--- src/rtl/line_pkg.sv ---
// line_pkg: state encoding and default phase lengths shared by line_arbiter.
package line_pkg;
  typedef enum logic [2:0] {IDLE, START, BIT, STOP, GAP} state_t;
  localparam int START_DEF = 5;
  localparam int HIGH_DEF = 20;
  localparam int LOW_DEF = 10;
  localparam int STOP_DEF = 15;
  localparam int GAP_DEF = 4;
endpackage

--- src/rtl/rr_picker.sv ---
// rr_picker: 4-way round-robin pick, searching upward from ptr with wrap.
module rr_picker (
  input  logic [3:0] req,
  input  logic [1:0] ptr,
  output logic [3:0] grant
);
  logic [1:0] k;
  always_comb begin
    grant = '0;
    k = '0;
    for (int i = 3; i >= 0; i--) begin
      k = ptr + 2'(i);
      if (req[k]) grant = 4'b0001 << k;
    end
  end
endmodule

--- src/rtl/line_arbiter.sv ---
// line_arbiter: grants one of four requesters round-robin and sends its byte
// MSB first as start-low / width-coded-high pulses on a shared idle-high line.
module line_arbiter
  import line_pkg::*;
#(
  parameter int START_PERIOD = START_DEF,
  parameter int HIGH_PERIOD = HIGH_DEF,
  parameter int LOW_PERIOD = LOW_DEF,
  parameter int STOP_PERIOD = STOP_DEF,
  parameter int GAP_PERIOD = GAP_DEF
) (
  input  logic        clk,
  input  logic        rst_n,
  input  logic [3:0]  req_valid,
  input  logic [31:0] req_data,
  output logic [3:0]  req_ready,
  output logic        sg_out,
  output logic        bus_held,
  output logic [1:0]  grant_id,
  output logic        frame_done,
  output logic        busy
);
  state_t state, state_nxt;
  logic [7:0] cnt, last_cnt, shreg;
  logic [2:0] bit_idx;
  logic [1:0] ptr, win_id;
  logic [3:0] grant;
  logic phase_end;
  rr_picker u_pick (.req(req_valid), .ptr(ptr), .grant(grant));
  always_comb begin
    win_id = '0;
    for (int i = 0; i < 4; i++) if (grant[i]) win_id = 2'(i);
  end
  always_comb begin
    last_cnt = state == START ? 8'(START_PERIOD - 1) :
               state == BIT   ? (shreg[7] ? 8'(HIGH_PERIOD - 1) : 8'(LOW_PERIOD - 1)) :
               state == STOP  ? 8'(STOP_PERIOD - 1) : 8'(GAP_PERIOD - 1);
    phase_end = cnt == last_cnt;
  end
  always_comb begin
    state_nxt = state;
    case (state)
      IDLE:    if (|req_valid) state_nxt = START;
      START:   if (phase_end) state_nxt = BIT;
      BIT:     if (phase_end) state_nxt = bit_idx == 3'd0 ? STOP : START;
      STOP:    if (phase_end) state_nxt = GAP;
      GAP:     if (phase_end) state_nxt = IDLE;
      default: state_nxt = IDLE;
    endcase
  end
  always_ff @(posedge clk or negedge rst_n) begin
    if (!rst_n) begin
      state <= IDLE;
      cnt <= '0;
      bit_idx <= '0;
      shreg <= '0;
      ptr <= '0;
      grant_id <= '0;
    end else begin
      state <= state_nxt;
      cnt <= (state_nxt != state || state == IDLE) ? '0 : cnt + 8'd1;
      if (state == IDLE && |req_valid) begin
        shreg <= req_data[{win_id, 3'b000} +: 8];
        grant_id <= win_id;
        ptr <= win_id + 2'd1;
        bit_idx <= 3'd7;
      end
      if (state == BIT && phase_end) begin
        shreg <= shreg << 1;
        bit_idx <= bit_idx - 3'd1;
      end
    end
  end
  // Line outputs are decoded from the next state so they change on the same edge as the state.
  always_ff @(posedge clk or negedge rst_n) begin
    if (!rst_n) begin
      sg_out <= 1'b1;
      bus_held <= 1'b0;
      frame_done <= 1'b0;
    end else begin
      sg_out <= !(state_nxt == START || state_nxt == STOP);
      bus_held <= state_nxt inside {START, BIT, STOP};
      frame_done <= state == STOP && state_nxt == GAP;
    end
  end
  always_comb begin
    req_ready = (rst_n && state == IDLE) ? grant : '0;
    busy = state != IDLE;
  end
endmodule
--- config.mk ---
export PLATFORM = sky130hd
export DESIGN_NAME = line_arbiter
export DESIGN_NICKNAME = d
export VERILOG_FILES = /design/src/rtl/line_pkg.sv /design/src/rtl/rr_picker.sv /design/src/rtl/line_arbiter.sv
export SDC_FILE = /design/constraint.sdc
export NUM_CORES = 1
export LEC_CHECK = 0
export ABC_AREA = 1
export BUFFER_PORTS_ARGS = -buffer_cell sky130_fd_sc_hd__buf_2
export CAP_MARGIN = 15
export CORE_UTILIZATION = 55
export CTS_CLUSTER_SIZE = 25
export DETAILED_ROUTE_END_ITERATION = 12
export HOLD_SLACK_MARGIN = 0.06
export PLACE_DENSITY = 0.86
export SYNTH_ARGS = -nofsm -noshare
export SYNTH_HDL_FRONTEND = slang
export SYNTH_SLANG_ARGS = --single-unit
--- constraint.sdc ---
create_clock -name clk -period 4.67 [get_ports clk]
set_clock_uncertainty 0.2 [all_clocks]
set_input_delay 0.2335 -clock clk [delete_from_list [all_inputs] [get_ports clk]]
set_output_delay 0.2335 -clock clk [all_outputs]
set_load 0.03 [all_outputs]
# Word level (Yosys, flattened, before mapping)
# Cells that the tools add are included.
totals:
  n_memories: 0
  wordCells: 79
  rom_bits: 0
  inputBits: 38
  ram_bits: 0
  ff_bits: 29
  out_inout_bits: 10
  latchBits: 0
op_classes:
  n_reduce_logical: 13
  n_eq_ne: 10
  n_addsub: 6
  magnitude_cmp: 4
  shifts: 5
  n_mul: 0
  muxes: 32
  div_mod_pow: 0
  n_bitwise: 0
ops:
  columns: ["operator", "count"]
  rows:
  - ["indexed part select 32 x 6 -> 8 bit", 1]
  - ["two-way mux 4 bit", 6]
  - ["two-way mux 8 bit", 3]
  - ["two-way mux 3 bit", 7]
  - ["<< shifter 1 x 2 -> 4 bit (first input constant)", 4]
  - ["two-way mux 5 bit", 3]
  - ["case mux 3 bit (5 select lines)", 1]
  - ["equality test 3 x 2 -> 1 bit (second input constant)", 4]
  - ["less-than comparator 2 x 3 -> 1 bit (second input constant)", 4]
  - ["adder 8 x 1 -> 8 bit (second input constant)", 1]
  - ["binary-select mux 1 bit (select 2 bit)", 4]
  - ["equality test 8 x 5 -> 1 bit", 1]
  - ["equality test 3 x 1 -> 1 bit (second input constant)", 2]
  - ["equality test 3 bit (second input constant)", 2]
  - ["zero test 3 bit", 2]
  - ["two-way mux 2 bit", 3]
  - ["nonzero test 3 bit", 2]
  - ["two-way mux 1 bit", 5]
  - ["adder 2 x 1 -> 2 bit (second input constant)", 2]
  - ["adder 2 bit (second input constant)", 2]
  - ["logical AND 1 bit", 4]
  - ["OR reduction 4 bit", 1]
  - ["inequality test 3 bit", 1]
  - ["subtractor 3 x 1 -> 3 bit (second input constant)", 1]
  - ["3 further kinds", 4]

# Depth between registers and ports, before layout
depth:
  depth_word: 13
  ltp_mapped: 17
  mapped_depth_nobuf: 16

# By module
# Synthesis repeated with hierarchy kept, for this count alone.
hier_totals:
  cells_unflattened: 296
  hier_area_um2: 2198.4
modules_own_cells:
  columns: ["mod", "area_each_um2", "instances", "seq_area_each_um2", "cells_each"]
  rows:
  - ["line_arbiter", 1775.5, 1, 726.9, 222]
  - ["rr_picker", 422.9, 1, 0.0, 74]

# Least setup slack after synthesis
# Ideal clock, no wire load.
synth_path:
  kind: "register to output"
  startpoint: "register ptr[1]"
  endpoint: "output req_ready[3]"
  setup_slack_ns: 2.121
  t_arrival_ns: 2.116
  stages_incl_launch_ff: 12
  path_buffers: 1
  t_required_ns: 4.237
  cell_sequence: "dfrtp_1 -> inv_1 -> ha_1 -> inv_1 -> nand3_1 -> nand2_2 -> o21ai_1 -> inv_2 -> nand2_4 -> nand2_4 -> buf_2 -> nor2_1"
synth_via:
  elab_chain_len: 8
  elab_cells_between_ends: 20
  classes_between: "add/sub (3); shift (4); mux (13)"
synth_rtl:
  columns: ["item", "line_no", "text"]
  rows:
  - ["start: declaration", "line_arbiter.sv:26", "logic [1:0] ptr, win_id;"]
  - ["start signal: assignment", "line_arbiter.sv:65", "ptr <= win_id + 2'd1;"]
  - ["adder 2 bit", "rr_picker.sv:12", "k = ptr + 2'(i);"]
  - ["binary-select mux 1 bit (select 2 bit)", "rr_picker.sv:13", "if (req[k]) grant = 4'b0001 << k;"]
  - ["two-way mux 1 bit (not written as such)", "rr_picker.sv:13", null]
  - ["two-way mux 4 bit (3 in series)", "rr_picker.sv:13", null]
  - ["two-way mux 4 bit (*)", "rr_picker.sv:13", null]
  - ["two-way mux 4 bit (*)", "line_arbiter.sv:87", "req_ready = (rst_n && state == IDLE) ? grant : '0;"]
  - ["end: declaration", "line_arbiter.sv:16", "output logic [3:0] req_ready,"]
# Mark *: on every way between the ends. The rest lies on a longest branch, timed or not. The select of a mux whose other input is x is not followed.

# Final worst setup path
layout_path:
  startpoint: "register ptr[1]"
  endpoint: "output req_ready[1]"
# The elaborated chain is that of the path after synthesis.

==> run summary <==
total wire length -> 5.07 mm
Slew Viols, Final -> 0
antenna fix cells -> 0
Rows -> 23
fill cell count -> 359
status -> complete, no violations
worst min-delay path class -> input port to flop
startpoint of the worst hold path -> req_data[14]
sequential share of the synthesized area -> 31.5%
# IOs -> 48
share of cells above drive strength 1 -> 20.3%
Hold Fails Final Rpt -> 0
flops & latches, synth -> 29
DIE AREA -> 4460 sq um
Nets -> 447
largest net degree at the start of global routing -> 31
Final min period -> 2.93 ns
Setup WS pre-CTS -> 2.01 ns
GRT overflow -> 0
initial antenna violation count -> 0
R2R setup slack -> 1.96 ns
Syn Inst Count -> 347
Clock Tree Buf Depth -> 2
CTS tree -> done
Via Count -> 2238
gr usage total -> 25.4%
Post-synth ARST share -> 100%
multi-input logic area -> 1280 sq um
GPL Wtd Cong -> 0.873
RSZ-0062 raised after global routing -> no
vias in the first global route -> 2069
fin crit share -> 62.8%
CTS clk-pin slew, worst paths -> 0.06 ns
antenna-violating nets left -> 0
synthesized area -> 2310 sq um
Worst path max stage delay -> 0.49 ns
Die X-Extent -> 66.8 microns
CP Capture Type -> output pin
Syn Area/Cell -> 6.66 sq um
leakage power figure -> 1.57 nW
synth cell count leaders -> nand2_1 (94), inv_1 (68), nor2_1 (39), nand3_1 (30), dfrtp_1 (28)
crit path max fanout -> 10
WL/cell -> 11.3 microns
clock latency on the worst-skew pair -> 0.28 ns
first-pass GRT wire length -> 8.67 mm
CTS sink cnt -> 29
setup TNS -> 0 ns
CP max-delay cell -> dfrtp_1
die extent in y -> 66.8 microns
CP arrival -> 2.50 ns
core area -> 4030 sq um
Post-synth EDFFs -> 0
reg-to-reg endpoint -> shreg[5]$_DFFE_PN0P_
leading post-synthesis cells by cell area -> dfrtp_1 (30%), nand2_1 (15%), inv_1 (11%)
Yosys top cell area share -> 30.3%
Max-Cap Viols -> 0
most frequent CP cell -> inv_1
Primary FF master, synth -> dfrtp_1
worst relative slew slack -> 57.8%
dpl hpwl -> 3.99 mm
reg2reg path depth -> 14
CTS buffer count -> 5
area occupied by registers -> 727 sq um
P&R area growth vs syn -> 15.8%
Slew @ Worst Pin -> 0.634 ns
Initial Utilization -> 57.3%
post-synth net total -> 395
Max VDD drop -> 0.122 mV
kind of start point of the critical path -> flop
FF-to-FF Start -> ptr[1]$_DFFE_PN0P_
initial drt markers -> 122
Yosys Warn Count -> 0
CP Cell Sequence -> inv_1, ha_1, inv_1, nand3_1, nand2_2, nand3_2, a21oi_4, inv_1, nor2_1, buf_2
area leader, netlist -> dfrtp_1
Distinct cells, synth -> 31
pwr dens -> 221 nW/um^2
WHS Path Cells -> 7
drc violations -> 0
top-count cell post-synth -> nand2_1
Setup CP Type -> flop to output pin
Final WS setup -> 1.74 ns
CTS H-tree depth -> 2
vias per cell -> 4.97
f_max -> 341 MHz
root buf cell -> clkbuf_8
Hold Path End -> shreg[6]$_DFFE_PN0P_
final setup vio count -> 0
router iterations before antenna repair -> 4
Port-buffer cells -> 47
Critical Path RT -> 4.24 ns
Worst Setup SP -> ptr[1]$_DFFE_PN0P_
==> power breakdown <==
part | switching (mW) | internal, mW | total, mW
clock network | 0.0935 | 0.103 | 0.196
logic | 0.0885 | 0.0512 | 0.140
registers | 0.00148 | 0.253 | 0.254
==> cells in the final DEF, fill, tap and decap left out, types with 2 or more instances in the layout <==
master    netlist  layout
nand3b_1       10      10
dfrtp_1        28      28
inv_1          68      68
nor2_1         39      39
ha_1           10      10
clkinv_2        0       2
o21ai_0         9       9
nand2_2         7       7
o22ai_1         7       7
inv_2           3       3
nand2_1        94      94
clkbuf_8        0       5
buf_2           2      47
nand3_2         5       5
nor3_1          3       3
a21oi_1         5       5
nand3_1        30      30
nand2_4         5       5
o21ai_1         3       3
xor2_1          5       5
==> final cells by class <==
| cell class | count | share of cell area, % |
|---|---|---|
| clock buffers | 6 | 2.71 |
| inverters | 71 | 9.96 |
| repair buffers | 49 | 9.45 |
| multi-input cells | 243 | 48.0 |
| clock inverters | 2 | 0.374 |
| well taps | 50 | 2.34 |
| flip-flops and latches | 29 | 27.2 |
==> stage by stage <==
step                power [mW]  hold WS, ns  utilization [%]  instance area, sq um  cells
global placement         0.395       0.0819             64.1                  2580    441
finish                   0.590        0.119             66.4                  2680    450
floorplan                0.361       -0.262                -                  2310    347
CTS                      0.591        0.116             66.4                  2680    450
global route             0.625        0.174             66.4                  2680    450
detailed placement       0.397       0.0894             64.1                  2580    441
==> worst max-delay path: cells and delay by family (launching register included) <==
family,cells,cell delay [ns]
AO/OA/AOI/OAI,1,0.30
flip-flops,1,0.49
AND/OR/NAND/NOR,4,0.51
adder cells (fa/ha/maj),1,0.34
buffers and inverters,4,0.59
==> metal layers <==
layer	up-vias	share of wire, %	GRT usage, %
met3	13	4.7	4.11
met1	978	47	31.3
met5	-	0	0
li1	1171	-	-
met2	76	46	44.3
met4	0	2.1	8.51
==> registers in the layout, summed over array words and instances (netlist names) <==
signal and flops:
state 3, grant_id 2, cnt 8, ptr 2
bus_held 1, sg_out 1, bit_idx 3, frame_done 1
shreg 8
==> cells by family after synthesis <==
logic type | share of synthesized area (%)
AOI/OAI and AO/OA | 8.13
xor gates and xnor gates | 2.28
adders and majority gates | 5.42
buffers and inverters | 12.9
DFF | 31.5
and+or+nand+nor | 39.8
==> worst max path at each step <==
stage	endpoint	slack, ns	depth (start not counted)
5_1_grt	req_ready[1]	1.59	11
6_report	req_ready[1]	1.74	10
2_1_floorplan	req_ready[3]	2.12	11
3_5_place_dp	shreg[5]$_DFFE_PN0P_	2.01	14
3_3_place_gp	shreg[5]$_DFFE_PN0P_	2.17	14
4_1_cts	req_ready[1]	1.76	10
==> timing repair <==
action / in CTS / in global routing
buffers inserted: 0 / 0
resized for setup: 0 / 0
hold endpoints to repair: 28 / 0
hold buffers: 1 / 0
(Power assumes the default switching activity.)
